**config.mk**
```make
export PLATFORM = sky130hd
export DESIGN_NAME = instr_loader
export DESIGN_NICKNAME = d
export VERILOG_FILES = /design/src/rtl/instr_loader_pkg.sv /design/src/rtl/word_assembler.sv /design/src/rtl/instr_loader.sv
export SDC_FILE = /design/constraint.sdc
export NUM_CORES = 1
export LEC_CHECK = 0
export ABC_AREA = 1
export BUFFER_PORTS_ARGS = -buffer_cell sky130_fd_sc_hd__clkbuf_2
export CAP_MARGIN = 20
export CORE_ASPECT_RATIO = 1.25
export CORE_MARGIN = 5
export CORE_UTILIZATION = 40
export DETAILED_ROUTE_END_ITERATION = 10
export GPL_TIMING_DRIVEN = 1
export PLACE_DENSITY = 0.59
export SYNTH_ARGS = -nofsm -noshare
export SYNTH_HDL_FRONTEND = slang
export SYNTH_SLANG_ARGS = --single-unit
```
**constraint.sdc**
```tcl
create_clock -name clock -period 6.05 [get_ports clock]
set_clock_uncertainty 0.2 [all_clocks]
set_input_delay 0.3025 -clock clock [delete_from_list [all_inputs] [get_ports clock]]
set_output_delay 0.3025 -clock clock [all_outputs]
set_load 0.02 [all_outputs]
```
**src/rtl/instr_loader_pkg.sv**
```systemverilog
// Shared types and constants for the boot-time instruction loader.
package instr_loader_pkg;
  typedef enum logic [2:0] {
    S_IDLE, S_HDR0, S_HDR1, S_DATA, S_CHK, S_DONE, S_ERROR
  } state_e;

  localparam int HDR_BYTES  = 2;
  localparam int WORD_BYTES = 4;
endpackage

```
**src/rtl/word_assembler.sv**
```systemverilog
// Collects stream bytes into little-endian words and keeps the running XOR
// of every data byte; word_done_o fires on the transfer that completes a word.
module word_assembler
  import instr_loader_pkg::*;
(
  input  logic                      clock,
  input  logic                      reset,
  input  logic                      clr_i,
  input  logic                      en_i,
  input  logic [7:0]                byte_i,
  output logic [8*WORD_BYTES-1:0]   word_o,
  output logic                      word_done_o,
  output logic [7:0]                csum_o
);
  localparam int LW = $clog2(WORD_BYTES);
  localparam logic [LW-1:0] LAST = LW'(WORD_BYTES - 1);

  logic [LW-1:0]               lane_q, lane_d;
  logic [8*(WORD_BYTES-1)-1:0] sh_q, sh_d;
  logic [7:0]                  csum_q, csum_d;

  // The completing byte bypasses the shift register so the word is whole
  // in the same cycle as the final transfer.
  assign word_done_o = en_i && (lane_q == LAST);
  assign word_o      = {byte_i, sh_q};
  assign csum_o      = csum_q;

  always_comb begin
    lane_d = lane_q;
    sh_d   = sh_q;
    csum_d = csum_q;
    if (clr_i) begin
      lane_d = '0;
      sh_d   = '0;
      csum_d = '0;
    end else if (en_i) begin
      lane_d = (lane_q == LAST) ? '0 : lane_q + 1'b1;
      sh_d   = {byte_i, sh_q[8*(WORD_BYTES-1)-1:8]};
      csum_d = csum_q ^ byte_i;
    end
  end

  always_ff @(posedge clock or posedge reset) begin
    if (reset) begin
      lane_q <= '0;
      sh_q   <= '0;
      csum_q <= '0;
    end else begin
      lane_q <= lane_d;
      sh_q   <= sh_d;
      csum_q <= csum_d;
    end
  end
endmodule

```
**src/rtl/instr_loader.sv**
```systemverilog
// Boot loader: parses a count header, streams words into instruction memory,
// verifies the trailing XOR checksum and releases the core only on success.
module instr_loader
  import instr_loader_pkg::*;
#(
  parameter int ADDR_WIDTH = 8
) (
  input  logic                  clock,
  input  logic                  reset,
  input  logic                  start,
  input  logic                  byte_valid,
  input  logic [7:0]            byte_data,
  output logic                  byte_ready,
  output logic                  mem_we,
  output logic [ADDR_WIDTH-1:0] mem_addr,
  output logic [31:0]           mem_wdata,
  output logic                  core_hold,
  output logic                  busy,
  output logic                  done,
  output logic                  error
);
  localparam int CW = 8 * HDR_BYTES;
  localparam logic [CW:0] CAP = (CW+1)'(1) << ADDR_WIDTH;

  state_e                  state_q, state_d;
  logic [CW-1:0]           count_q, count_d;
  logic [ADDR_WIDTH:0]     idx_q, idx_d;
  logic                    we_q, we_d;
  logic [ADDR_WIDTH-1:0]   addr_q, addr_d;
  logic [31:0]             wdata_q, wdata_d;
  logic                    done_q, done_d;
  logic                    err_q, err_d;
  logic                    hold_q, hold_d;
  logic [CW-1:0]           hdr_count;
  logic                    xfer, asm_clr, asm_en, word_done;
  logic [31:0]             word;
  logic [7:0]              csum;

  assign byte_ready = (state_q == S_HDR0) || (state_q == S_HDR1) ||
                      (state_q == S_DATA) || (state_q == S_CHK);
  assign busy       = byte_ready;
  assign xfer       = byte_valid && byte_ready;
  assign asm_en     = xfer && (state_q == S_DATA);

  word_assembler u_asm (
    .clock       (clock),
    .reset       (reset),
    .clr_i       (asm_clr),
    .en_i        (asm_en),
    .byte_i      (byte_data),
    .word_o      (word),
    .word_done_o (word_done),
    .csum_o      (csum)
  );

  always_comb begin
    state_d   = state_q;
    count_d   = count_q;
    idx_d     = idx_q;
    we_d      = 1'b0;
    addr_d    = addr_q;
    wdata_d   = wdata_q;
    done_d    = done_q;
    err_d     = err_q;
    hold_d    = hold_q;
    asm_clr   = 1'b0;
    hdr_count = {byte_data, count_q[7:0]};
    case (state_q)
      S_IDLE, S_DONE, S_ERROR: begin
        if (start) begin
          state_d = S_HDR0;
          idx_d   = '0;
          asm_clr = 1'b1;
          done_d  = 1'b0;
          err_d   = 1'b0;
          hold_d  = 1'b1;
        end
      end
      S_HDR0: begin
        if (xfer) begin
          count_d[7:0] = byte_data;
          state_d      = S_HDR1;
        end
      end
      S_HDR1: begin
        if (xfer) begin
          count_d = hdr_count;
          if ({1'b0, hdr_count} > CAP) begin
            state_d = S_ERROR;
            err_d   = 1'b1;
          end else if (hdr_count == '0) begin
            state_d = S_CHK;
          end else begin
            state_d = S_DATA;
          end
        end
      end
      S_DATA: begin
        if (word_done) begin
          we_d    = 1'b1;
          addr_d  = idx_q[ADDR_WIDTH-1:0];
          wdata_d = word;
          idx_d   = idx_q + 1'b1;
          if (CW'(idx_d) == count_q) state_d = S_CHK;
        end
      end
      S_CHK: begin
        if (xfer) begin
          if (byte_data == csum) begin
            state_d = S_DONE;
            done_d  = 1'b1;
            hold_d  = 1'b0;
          end else begin
            state_d = S_ERROR;
            err_d   = 1'b1;
          end
        end
      end
      default: state_d = S_IDLE;
    endcase
  end

  always_ff @(posedge clock or posedge reset) begin
    if (reset) begin
      state_q <= S_IDLE;
      count_q <= '0;
      idx_q   <= '0;
      we_q    <= 1'b0;
      addr_q  <= '0;
      wdata_q <= '0;
      done_q  <= 1'b0;
      err_q   <= 1'b0;
      hold_q  <= 1'b1;
    end else begin
      state_q <= state_d;
      count_q <= count_d;
      idx_q   <= idx_d;
      we_q    <= we_d;
      addr_q  <= addr_d;
      wdata_q <= wdata_d;
      done_q  <= done_d;
      err_q   <= err_d;
      hold_q  <= hold_d;
    end
  end

  assign mem_we    = we_q;
  assign mem_addr  = addr_q;
  assign mem_wdata = wdata_q;
  assign core_hold = hold_q;
  assign done      = done_q;
  assign error     = err_q;
endmodule

```
==> metrics, run 1 <==
total power=2.19 mW; CP Data Required Time=around 6.1 ns; critical path's most frequent cell=nor2_2; post-synthesis compound-gate area fraction=a little over an eighth; Worst EP arrival=about 2.7 ns; Critical-path top delay cell=nand3_4; H-tree depth=3; Vias/cell=about 4.7; Clock Latency Late Sink=about 0.34 ns; setup bufs post-CTS=0; die area=approximately 15000 um2; CP Capture Type=register; synthesized area=between 4000 and 5000 um2; CTS Buf Count=9; Fmax=approximately 370 MHz; clock-pin slew on the worst setup and hold paths=about 0.07 ns; most common flop cell mapped by yosys=dfrtp_1; Setup CP Type=register to register; Yosys cell types=36; DP Worst Slack=3.27 ns; peak supply drop=approximately 0.17 mV; CP endpoint=idx_q[7]; status=finished, final reports clean; final setup violation count=0; CP Buf/Inv Count=1; Hold Fails Final Rpt=0; reg2reg end=idx_q[7]; starting density of the core=about two fifths; clock share of power=between 20% and 30%; max_cap viols=0; leading area contributor after synthesis=dfrtp_1; final net count=between 600 and 700; crit path time final=2.72 ns; Buffers on Ports=57; die width=109 um; Crit path max-delay family=simple AND/OR/NAND/NOR gates; r2r startpoint=state_q[0]; Synth top area share=53.6%; reg2reg path depth=7; Syn Inst Count=roughly 590; Worst Setup SP=state_q[0]; critical path fanouts, max=between 70 and 80; Hold/Removal Path Class=input pin to register; R2R Setup Slk=about 3.3 ns; clock tree root driver cell=clkbuf_16; Least-Margin Pin Slew=a little over 0.9 ns; Pins Over Slew Limit=0; Final HPWL DP=between 7000 and 8000 um; register area share after synthesis=between 50% and 60%; DRT Wirelength=between 10000 and 15000 um; Post-synth EDFFs=0; fin crit share=between 40 and 50%; Max-slew headroom=37.8%; multiplexer share of the synthesized area=0%; CP max stage delay=a little over 0.6 ns; largest net degree at the start of global routing=77; Seq pwr share=42.7%; Levels on crit path=7; detailed-route via count=around 3.8k; First DRT Iteration DRCs=203; P_sw=about 760 uW; RSZ-0062 raised after global routing=no; Core Area=12100 um2; First-pass DRT Iterations=5; Logic pwr share=27.5%; vias in the first global route=between 3k and 4k; initial antenna violation count=0; Int Power=between 1 and 1.5 mW; synth warn=0; IO Pins=58; layout cells sized above 1=approximately 17%; Remaining DRCs=0; PwrDens=just under 400 nW/um2; Core Rows=45; area grow syn2layout=16.0%; number of synthesized register bits=106; post-route antenna net violation count=0; Sw Ratio=34.6%; Synth Net Count=599; Mapped Avg Cell Area=about 8.4 um2; fillers=approximately 1.2k; Ant. Diodes=0; WL/cell=13.4 um; Max clock buf depth=2; total gr overflow=0; largest family of logic cells by synthesized area=simple AND/OR/NAND/NOR gates; Synth Area in Simple Gates=about a fifth; Post-Synth Adder-Cell Area=0.511%; startpoint type of the worst setup path=register; CTS tree=built; setup TNS=0 ns; P_leak=between 3 and 4 nW; GRT Total Usage=15.7%; Die Ht=134 um; Synth Area in XOR/XNOR=1.61%; synth top area cells=dfrtp_1 (54%), nand2_1 (11%), inv_1 (7.5%); Final WS setup=roughly 3.3 ns; Async SR Flop Fraction=100%; crit-path cells=nand2_1, nor2_4, nand3_4, clkinv_4, nor2_2, nor2_2, o22ai_1; global-route wire length before repair=between 15000 and 20000 um; clock sinks=106; GP Congestion=roughly 0.85
-- logic make-up after synthesis --
group                      after synthesis
and+or+nand+nor                        243
adders and majority gates                2
buffers and inverters                  120
DFF                                    106
xor gates and xnor gates                 9
AOI/OAI and AO/OA                      105
-- state kept, by name, indices dropped and copies added, names as in the netlist --
register      flops
mem_wdata        32
u_asm.sh_q       24
count_q          16
idx_q             9
mem_addr          8
u_asm.csum_o      8
state_q           3
u_asm.lane_q      2
core_hold         1
done              1
error             1
mem_we            1
-- timing repair --
action	4_1_cts	5_1_grt
resized for setup	0	0
hold buffers	2	0
hold endpoints to repair	33	0
-- worst min-delay path by stage --
stage,startpoint,to,depth (start not counted)
floorplan,start,error,1
global placement,reset,mem_wdata[19],2
detailed placement,reset,mem_wdata[18],2
CTS,byte_data[1],count_q[9],3
global route,byte_data[1],count_q[9],3
finish,byte_data[3],count_q[11],3
-- final cells by class --
| type | instances | area (um2) | share of cell area [%] |
|---|---|---|---|
| clock inverters | 5 | 82.6 | 1.45 |
| repair buffers | 61 | 340 | 5.99 |
| multi-input cells | 359 | 1760 | 31.0 |
| clock buffers | 11 | 253 | 4.45 |
| well taps | 164 | 205 | 3.61 |
| inverters | 101 | 387 | 6.80 |
| flip-flops and latches | 106 | 2650 | 46.7 |
-- layout by cell type (no fill, tap or decap), types with 3 or more instances in the layout --
cell type  synthesis  routed
o21ai_0           53      53
a32oi_1            3       3
nand3_1           31      31
a21oi_1           14      14
nor2_2             3       3
xnor2_1            6       6
inv_1             98      97
o21ai_1            6       6
dfrtp_1          105     105
nand2_1          145     145
clkbuf_2           0      57
o22ai_1            4       4
nor2_1            52      52
nand2_2            3       3
a21oi_2           18      18
xor2_1             3       3
clkbuf_16          0       9
-- power by group through the flow --
stage	registers [mW]	logic [mW]	clock network [mW]
after floorplan	0.938	0.484	0
after global placement	0.940	0.591	0
after detailed placement	0.945	0.601	0
after CTS	0.933	0.605	0.668
after global routing	0.951	0.684	0.702
final	0.933	0.601	0.653
-- routing by layer --
layer	vias up	share of wire (%)	global-route usage, %
li1	1927	-	-
met1	1770	46	21.3
met2	76	49	25.3
met3	15	3.5	2.96
met4	0	1.8	5.12
met5	-	0	0
-- worst register-to-register path: cells and delay by family, from the launching register on --
family                 cells  cell delay, ns
DFF                        1            0.45
buffers and inverters      1            0.38
and+or+nand+nor            5            1.41
AOI/OAI and AO/OA          1            0.12
-- per-stage QoR --
| step | instances | utilization [%] | cell area, um2 | hold WS (ns) |
|---|---|---|---|---|
| 2_1_floorplan | 585 | - | 4900 | 0.210 |
| 3_3_place_gp | 788 | 43.8 | 5300 | 0.115 |
| 3_5_place_dp | 788 | 43.8 | 5300 | 0.126 |
| 4_1_cts | 806 | 46.7 | 5650 | 0.163 |
| 5_1_grt | 807 | 46.9 | 5680 | 0.195 |
| 6_report | 807 | 46.9 | 5680 | 0.157 |
-- cell usage after synthesis (2+ instances only) --
| cell type | number |
|---|---|
| a21oi_1 | 14 |
| a21oi_2 | 18 |
| a32oi_1 | 3 |
| buf_1 | 3 |
| buf_2 | 3 |
| buf_6 | 3 |
| clkbuf_1 | 9 |
| dfrtp_1 | 105 |
| ha_1 | 2 |
| inv_1 | 98 |
| inv_2 | 2 |
| nand2_1 | 145 |
| nand2_2 | 3 |
| nand3_1 | 31 |
| nand4_1 | 2 |
| nor2_1 | 52 |
| nor2_2 | 3 |
| nor2_4 | 2 |
| nor3_1 | 2 |
| o21a_1 | 2 |
| o21ai_0 | 53 |
| o21ai_1 | 6 |
| o22ai_1 | 4 |
| xnor2_1 | 6 |
| xor2_1 | 3 |
No activity file was read; power rests on OpenSTA's default activity.
==> inputs of run 2 (changes only) <==
--- a/config.mk
+++ b/config.mk
@@ -13,7 +13,7 @@
 export CORE_UTILIZATION = 40
 export DETAILED_ROUTE_END_ITERATION = 10
 export GPL_TIMING_DRIVEN = 1
-export PLACE_DENSITY = 0.59
+export PLACE_DENSITY = 0.62
 export SYNTH_ARGS = -nofsm -noshare
 export SYNTH_HDL_FRONTEND = slang
 export SYNTH_SLANG_ARGS = --single-unit
==> constraint.sdc (replaced) <==
create_clock -name clock -period 2.3 [get_ports clock]
set_clock_uncertainty 0.2 [all_clocks]
set_input_delay 0.115 -clock clock [delete_from_list [all_inputs] [get_ports clock]]
set_output_delay 0.115 -clock clock [all_outputs]
set_load 0.02 [all_outputs]
==> run 2 against run 1 <==
The flow now finishes with violations (hold timing). Sequential cell count unchanged. Global-route usage about the same. Combinational power rose to 2.6 times the previous value. Fmax is 29% higher. Clock power up 140%. First-iteration DRC count decreased by 22%. Worst setup slack got worse by 3.1 ns. Sequential power grew to 2.6 times the previous value. Total power grew to 2.6 times the previous value. Utilization is 0.54 points higher.
==> metrics, run 2 (synthesis gave the netlist of run 1 again) <==
status=finished with violations; failing checks=hold timing; crit path time final=around 2.1 ns; Seq pwr share=43.9%; GP Congestion=0.853; Die Ht=between 100 and 150 um; die area=around 15000 um2; r2r startpoint=idx_q[0]; CP Data Required Time=between 2 and 2.5 ns; total gr overflow=0; starting density of the core=roughly 40%; clock share of power=27.7%; commonest non-fill, non-tap cell in the layout=nand2_1; Least-Margin Pin Slew=a little under 0.7 ns; IO Pins=58; Max-slew headroom=54.7%; Hold Fails Final Rpt=1; Core Rows=45; most frequent cells in the layout=nand2_1 (144), dfrtp_1 (105), inv_1 (97), clkbuf_2 (57), o21ai_0 (53); GRT Total Usage=~16%; Pins Over Slew Limit=0; Vias/cell=roughly 4.7; Max clock buf depth=2; Clock Latency Late Sink=0.34 ns; worst hold path startpoint=byte_data[0]; Final Core Density=47.5%; P_sw=2.01 mW; initial antenna violation count=0; CTS tree=built; final setup violation count=0; Largest register FFs=32; Cell Count Post-Placement=between 700 and 800; DRT Wirelength=approximately 11000 um; P_leak=just over 3 nW; Setup CP Type=register to register; RSZ-0062 raised after global routing=no; critical path fanouts, max=4; die width=109 um; largest net degree at the start of global routing=76; max_cap viols=0; Worst EP arrival=~2.1 ns; R2R Setup Slk=slightly below 0.2 ns; Hold/Removal Path Class=input pin to register; Non-Filler Instances=around 800; global-route wire length before repair=about 18000 um; CP Capture Type=register; CP max stage delay=0.42 ns; fin crit share=about nine tenths; hold_ws=-0.00162 ns; post-route antenna net violation count=0; Buffers on Ports=57; Logic pwr share=approximately 28%; Worst Setup SP=idx_q[0]; detailed-route via count=3874; clock-pin slew on the worst setup and hold paths=approximately 0.07 ns; Final WS setup=between 0.15 and 0.2 ns; clock tree root driver cell=clkbuf_16; layout cells sized above 1=between 10% and 20%; vias in the first global route=between 3k and 4k; Remaining DRCs=0; Final HPWL DP=7640 um; Core Area=~12000 um2; Ant. Diodes=0; First-pass DRT Iterations=5; PwrDens=approximately 980 nW/um2; peak supply drop=between 0.3 and 0.4 mV; Fmax=roughly 480 MHz; Critical-path top delay cell=dfrtp_1; area grow syn2layout=17.3%; DP Worst Slack=between 0.1 and 0.15 ns; Sw Ratio=a little over a third; Crit path max-delay family=simple AND/OR/NAND/NOR gates; setup TNS=0 ns; CTS Buf Count=9; final net count=~660; H-tree depth=3; CP Buf/Inv Count=1; startpoint type of the worst setup path=register; Int Power=approximately 3.6 mW; First DRT Iteration DRCs=159; clock sinks=approximately 110; critical path's most frequent cell=nand2_1; crit-path cells=ha_1, nand2_2, inv_1, nand2_1, nand2_1, nand2_1, nand2_1, nor2_1, nand3_1, o21bai_2, nand2_2, nand2_1, nand2_1; fillers=1191; WL/cell=approximately 13 um
run 2: timing repair:
action,in CTS,in global routing
endpoints found under the hold margin,124,0
resized for setup,0,3
setup buffers,0,3
hold buffers,8,0
endpoints found under the setup margin,0,20
run 2: per-stage QoR:
stage | power (mW) | instance area, um2
global route | 6.00 | 5750
finish | 5.61 | 5750
CTS | 5.67 | 5720
detailed placement | 4.08 | 5340
floorplan | 3.74 | 4900
global placement | 4.03 | 5340
run 2: tightest hold or removal path, delay by kind of cell:
family	cells	cell delay [ns]
AOI/OAI and AO/OA	1	0.17
buffers and inverters	2	0.22
run 2: final cells by class:
type                    instances  area (um2)  share of cell area (%)
multi-input cells             359        1760                    30.7
well taps                     164         205                    3.57
inverters                     101         390                    6.79
flip-flops and latches        106        2650                    46.2
clock buffers                   9         225                    3.92
repair buffers                 72         430                    7.49
clock inverters                 7        78.8                    1.37
run 2: path summary, 6_finish.rpt:
kind | to | cells after the start
max in group asynchronous | core_hold | 4
max | state_q[2] | 13
max reg2reg | state_q[2] | 13
min in group asynchronous | mem_wdata[19] | 4
min | count_q[0] | 3
min reg2reg | mem_wdata[3] | 2
run 2: routing by layer:
metal	global-route usage, %	vias to the layer above	part of all wire [%]
met4	5.96	0	1.5
met5	0	-	0
met2	26.6	58	51
met3	2.52	11	2.7
li1	-	1947	-
met1	20.1	1858	45
run 2: power groups by stage:
| stage | logic [mW] | clock network [mW] | registers (mW) |
|---|---|---|---|
| after floorplan | 1.27 | 0 | 2.47 |
| after global placement | 1.56 | 0 | 2.47 |
| after detailed placement | 1.58 | 0 | 2.49 |
| after CTS | 1.60 | 1.61 | 2.46 |
| after global routing | 1.81 | 1.68 | 2.50 |
| final | 1.59 | 1.55 | 2.46 |
